**config.mk**
```make
export PLATFORM = sky130hd
export DESIGN_NAME = ehl_ahb_burst_arbiter
export DESIGN_NICKNAME = d
export VERILOG_FILES = /design/src/rtl/ehl_ahb_burst_arbiter.sv
export SDC_FILE = /design/constraint.sdc
export NUM_CORES = 1
export LEC_CHECK = 0
export ABC_AREA = 1
export CORE_MARGIN = 2
export CORE_UTILIZATION = 45
export DETAILED_ROUTE_END_ITERATION = 6
export DONT_BUFFER_PORTS = 1
export SLEW_MARGIN = 10
export SYNTH_ARGS = -nofsm -noshare
export SYNTH_HDL_FRONTEND = slang
export SYNTH_SLANG_ARGS = --single-unit
```
**constraint.sdc**
```tcl
create_clock -name hclk -period 6.07 [get_ports hclk]
set_input_delay 1.821 -clock hclk [delete_from_list [all_inputs] [get_ports hclk]]
set_output_delay 1.821 -clock hclk [all_outputs]
set_load 0.01 [all_outputs]
```
**src/rtl/ehl_ahb_burst_arbiter.sv**
```systemverilog
// ehl_ahb_burst_arbiter
//   Round-robin, burst-aware AHB arbiter for MNUM masters that share one slave.
//   The grant is held for the whole of a defined-length burst, an INCR burst
//   or a locked sequence. When no other master is requesting, the grant parks
//   on the last owner.
//
// Parameters
//   MNUM         number of masters (2..16)
//
// Ports
//   hclk         clock, rising edge
//   hresetn      asynchronous active-low reset
//   m_htrans     per-master HTRANS, master i at [2i+1:2i]
//   m_hburst     per-master HBURST, master i at [3i+2:3i]
//   m_hmastlock  per-master HMASTLOCK (used only with EHL_AHB_ARB_LOCK_EN)
//   s_hready     HREADY from the shared slave
//   grant        registered one-hot address-phase owner (zero when none)
//   dgrant       registered one-hot data-phase owner
//   m_hready     per-master HREADY
//   busy         arbiter is not in ARB_IDLE
//
// Configuration
//   EHL_AHB_ARB_LOCK_EN  when defined, an owner that holds HMASTLOCK high at a
//                        release point keeps the bus.
module ehl_ahb_burst_arbiter #(
  parameter int MNUM = 4
) (
  input  logic              hclk,
  input  logic              hresetn,
  input  logic [MNUM*2-1:0] m_htrans,
  input  logic [MNUM*3-1:0] m_hburst,
  input  logic [MNUM-1:0]   m_hmastlock,
  input  logic              s_hready,
  output logic [MNUM-1:0]   grant,
  output logic [MNUM-1:0]   dgrant,
  output logic [MNUM-1:0]   m_hready,
  output logic              busy
);

  localparam int PW = $clog2(MNUM);

  localparam logic [1:0] HT_IDLE   = 2'b00;
  localparam logic [1:0] HT_NONSEQ = 2'b10;
  localparam logic [1:0] HT_SEQ    = 2'b11;
  localparam logic [2:0] HB_INCR   = 3'b001;

  typedef enum logic [1:0] {ARB_IDLE, ARB_GNT, ARB_BURST} arb_state_t;

  arb_state_t      state_q, state_n;
  logic [MNUM-1:0] grant_q, grant_n;
  logic [MNUM-1:0] dgrant_q;
  logic [PW-1:0]   ptr_q, ptr_n;      // last (current) owner
  logic [3:0]      cnt_q, cnt_n;
  logic            incr_q, incr_n;

  logic [MNUM-1:0] req;
  logic [1:0]      own_trans;
  logic [2:0]      own_burst;
  logic            accept;
  logic            rel;
  logic            any_v, oth_v;
  logic [PW-1:0]   any_idx, oth_idx;

  // Beats remaining after the NONSEQ beat; INCR is flagged separately.
  function automatic logic [3:0] burst_rem(input logic [2:0] hb);
    case (hb[2:1])
      2'b01:   burst_rem = 4'd3;
      2'b10:   burst_rem = 4'd7;
      2'b11:   burst_rem = 4'd15;
      default: burst_rem = 4'd0;
    endcase
  endfunction

  // Round-robin search starting at the index after p, wrapping to 0.
  function automatic logic [PW:0] rr_pick(input logic [MNUM-1:0] r,
                                          input logic [PW-1:0]   p);
    logic          found;
    logic [PW-1:0] res;
    logic [PW-1:0] ix;
    int            idx;
    found = 1'b0;
    res   = '0;
    for (int k = 1; k <= MNUM; k++) begin
      idx = int'(p) + k;
      if (idx >= MNUM) idx = idx - MNUM;
      ix = PW'(idx);
      if (!found && r[ix]) begin
        found = 1'b1;
        res   = ix;
      end
    end
    rr_pick = {found, res};
  endfunction

  always_comb begin
    req       = '0;
    own_trans = HT_IDLE;
    own_burst = '0;
    for (int i = 0; i < MNUM; i++) begin
      req[i] = (m_htrans[2*i +: 2] == HT_NONSEQ);
      if (ptr_q == PW'(i)) begin
        own_trans = m_htrans[2*i +: 2];
        own_burst = m_hburst[3*i +: 3];
      end
    end
  end

`ifdef EHL_AHB_ARB_LOCK_EN
  logic own_lock;
  assign own_lock = m_hmastlock[ptr_q];
`else
  logic unused_lock;
  assign unused_lock = ^m_hmastlock;
`endif

  assign accept = s_hready & (|grant_q) & own_trans[1];

  always_comb begin
    state_n = state_q;
    grant_n = grant_q;
    ptr_n   = ptr_q;
    cnt_n   = cnt_q;
    incr_n  = incr_q;
    rel     = 1'b0;
    {any_v, any_idx} = rr_pick(req, ptr_q);
    {oth_v, oth_idx} = rr_pick(req & ~grant_q, ptr_q);

    case (state_q)
      ARB_IDLE: begin
        if (any_v) begin
          grant_n = MNUM'(1) << any_idx;
          ptr_n   = any_idx;
          state_n = ARB_GNT;
        end
      end
      ARB_GNT: begin
        if (accept && own_trans == HT_NONSEQ) begin
          cnt_n  = burst_rem(own_burst);
          incr_n = (own_burst == HB_INCR);
          if (burst_rem(own_burst) == 4'd0 && own_burst != HB_INCR) rel = 1'b1;
          else                                                       state_n = ARB_BURST;
        end else if (own_trans == HT_IDLE && oth_v) begin
          // Parked owner is not using the bus: hand it over.
          grant_n = MNUM'(1) << oth_idx;
          ptr_n   = oth_idx;
        end
      end
      ARB_BURST: begin
        if (accept && own_trans == HT_SEQ) begin
          if (!incr_q) begin
            if (cnt_q <= 4'd1) begin
              rel   = 1'b1;
              cnt_n = 4'd0;
            end else begin
              cnt_n = cnt_q - 4'd1;
            end
          end
        end else if (accept && own_trans == HT_NONSEQ) begin
          // Early termination: a fresh burst from the same owner.
          cnt_n  = burst_rem(own_burst);
          incr_n = (own_burst == HB_INCR);
          if (burst_rem(own_burst) == 4'd0 && own_burst != HB_INCR) rel = 1'b1;
        end else if (incr_q && own_trans == HT_IDLE && s_hready) begin
          rel = 1'b1;
        end
      end
      default: state_n = ARB_IDLE;
    endcase

    if (rel) begin
      state_n = ARB_GNT;
`ifdef EHL_AHB_ARB_LOCK_EN
      if (oth_v && !own_lock) begin
`else
      if (oth_v) begin
`endif
        grant_n = MNUM'(1) << oth_idx;
        ptr_n   = oth_idx;
      end
    end
  end

  always_ff @(posedge hclk or negedge hresetn) begin
    if (!hresetn) begin
      state_q  <= ARB_IDLE;
      grant_q  <= '0;
      dgrant_q <= '0;
      ptr_q    <= PW'(MNUM - 1);   // master 0 searched first
      cnt_q    <= 4'd0;
      incr_q   <= 1'b0;
    end else begin
      state_q <= state_n;
      grant_q <= grant_n;
      ptr_q   <= ptr_n;
      cnt_q   <= cnt_n;
      incr_q  <= incr_n;
      if (s_hready) dgrant_q <= accept ? grant_q : '0;
    end
  end

  always_comb begin
    for (int i = 0; i < MNUM; i++) begin
      if (dgrant_q[i] || grant_q[i]) m_hready[i] = s_hready;
      else                           m_hready[i] = ~req[i];
    end
  end

  assign grant  = grant_q;
  assign dgrant = dgrant_q;
  assign busy   = (state_q != ARB_IDLE);

endmodule

```
==> impl_metrics.yaml <==
synth:
  yosys-top-cells-count: "117 x nand2_1, 43 x nand3_1, 28 x inv_1"
  yosysTopAreaCellShare_pct: 20.9
  synth_area_leaders: "nand2_1 21%, dfrtp_1 18%, nand3_1 10%, ha_1 5.3%, inv_1 5.0%"
  synthArstFlopShare_pct: 100
  synth-main-ff-cell: "dfrtp_1"
  ys_seq_area_share_pct: 20.3
  ys_types: 38
  ys_ff_latch: 17
  post-synth-top-count-cell: "nand2_1"
  synth_edf_count: 0
  yosysWarnings: 0
  synth_top_area_cell: "nand2_1"
  syn-cell-area_mm2: 0.00211
  synth_fp_nets: 370
  syn_area_per_cell_um2: 6.30
  synthCells: 334
pwr:
  finalPower_mw: 1.45
  power.density_mw_per_mm2: 668
  p_leak_nw: 1.14
  ir_worst_vdd_mv: 0.284
sta:
  tns_ns: 0
  fmax_mhz: 242
  setup_viol: 0
  finalHoldViolCount: 0
  rsz0062_at_grt: "false"
  finalCritPeriodShare_pct: 68.2
  timing.final.crit_period_ns: 4.14
  hold_ws_ns: 0.549
  clock-skew-final_ns: 0.0100
  slew_violations: 0
  slew_headroom_pct: 72.1
  tightest_slew_ns: 0.414
placed_design:
  dp_hpwl_um: 4230
  place_area_mm2: 0.00213
  gp_congestion: 0.810
  portBuffers: 0
layout:
  area_delta_synth_final_pct: 3.27
  fin_area_mm2: 0.00217
  fin_nets: 370
  finish.utilization_pct: 48.9
  diodes: 0
  drive_above_1_share_pct: 16.2
setup_path:
  worstPathCellList: "inv_1 > o21ai_0"
  crit_path_top_delay_cell: "o21ai_0"
  reg2reg_slack_ns: 3.31
  required_ns: 4.25
  path_buf_inv: 1
  crit_family: "compound AO/OA/AOI/OAI gates"
  cpPeakStageDelay_ns: 0.39
  cp.arrival_ns: 2.32
  endpoint_kind: "output port"
  critPathKind: "in2out"
  crit_fanout: 6
  crit_path_start_kind: "input port"
  rr_worst_depth: 15
  critical_path_depth: 2
route:
  drt_iter0_markers: 108
  postRouteAntennaNets: 0
  wl_per_cell_um: 13.5
  via_per_inst: 5.39
  routed_wl_um: 5200
  drc_errors: 0
  dr.pass1.iters: 4
  vias: 2076
global_route:
  grt_pass1_wl_um: 8930
  grt_max_degree: 18
  grt_overflow: 0
  grt_pass1_vias: 1934
  antenna_found_initial: 0
  grtUsageTotal_pct: 21.2
floorplanning:
  coreArea_mm2: 0.00444
  die_w_um: 72.4
  die-height_um: 72.4
  die_area_mm2: 0.00524
  initial_utilization_pct: 47.4
  pin_count: 40
  rows: 24
min_path:
  hold_path.class: "reg2reg"
  hold_depth: 2
outcome:
  status: "completed"
clocking:
  clock_path_buffers: 2
  htreeDepth: 1
  ctsResizeCount: 0
  cts_tree: "built"
  path_clk_slew_ns: 0.07
  post_cts_buffers: 0
  clock_sinks: 17
  root_buffer: "clkbuf_8"
  cts_hold_buf: 0
  numCtsBuffers: 3
  clkLatencyLatePin_ns: 0.26
job:
  cap_viol_max_count: 0
==> cells by family after synthesis <==
group | Yosys count | share of synthesized area [%]
fa+ha+maj | 9 | 5.35
simple gates | 227 | 53.8
flops | 17 | 20.3
buf+inv | 43 | 8.91
compound gates | 36 | 10.8
xor+xnor | 2 | 0.832
==> power breakdown <==
part | switching, mW | internal [mW]
Sequential | 0.0815 | 0.175
Combinational | 0.742 | 0.366
Clock | 0.0428 | 0.0456
==> layer usage <==
layer	share of wire, %	GRT usage, %	up-vias	wire (um)
li1	-	-	1073	-
met1	47	28.3	953	2430
met2	49	38.1	46	2540
met3	3.6	1.25	4	189
met4	0.77	4.12	0	40
met5	0	0	-	0
==> sequential cells by signal, indices dropped and copies added, names as in the netlist <==
register,count
cnt_q,4
dgrant,4
grant,4
ptr_q,2
state_q,2
incr_q,1
==> final timing paths <==
path                           from          end
max                        s_hready  m_hready[0]
min                        cnt_q[3]     cnt_q[3]
max reg2reg                ptr_q[1]     ptr_q[1]
min reg2reg                cnt_q[3]     cnt_q[3]
max in group asynchronous   hresetn     ptr_q[1]
min in group asynchronous   hresetn       incr_q
==> per-stage QoR <==
stage	cells	setup WS [ns]
6_report	385	1.93
5_1_grt	385	1.92
2_1_floorplan	334	2.06
3_5_place_dp	381	1.92
4_1_cts	385	1.92
3_3_place_gp	381	1.91
==> layout make-up <==
class,instances,area (um^2)
fill,476,2270
multi-input combinational,274,1490
sequential,17,428
inverter,38,145
tap,52,65.1
clock buffer,3,41.3
clock inverter,1,5.00
==> cells in the final DEF, fill, tap and decap left out, types with 2 or more instances in the layout <==
cell type	instances
a21oi_1	10
o21ai_0	10
nor2_8	2
nand2_1	117
inv_2	7
nand4_1	5
nand2_2	14
nor2_4	2
o21ai_1	8
dfstp_2	2
ha_1	9
nand3_1	43
dfrtp_1	15
o31ai_1	2
nand3_2	3
inv_1	28
nand3_4	2
clkbuf_8	3
nor2_1	24
nor2_2	5
clkinv_1	2
a21oi_2	2
nand2_4	5
(Power assumes the default switching activity.)
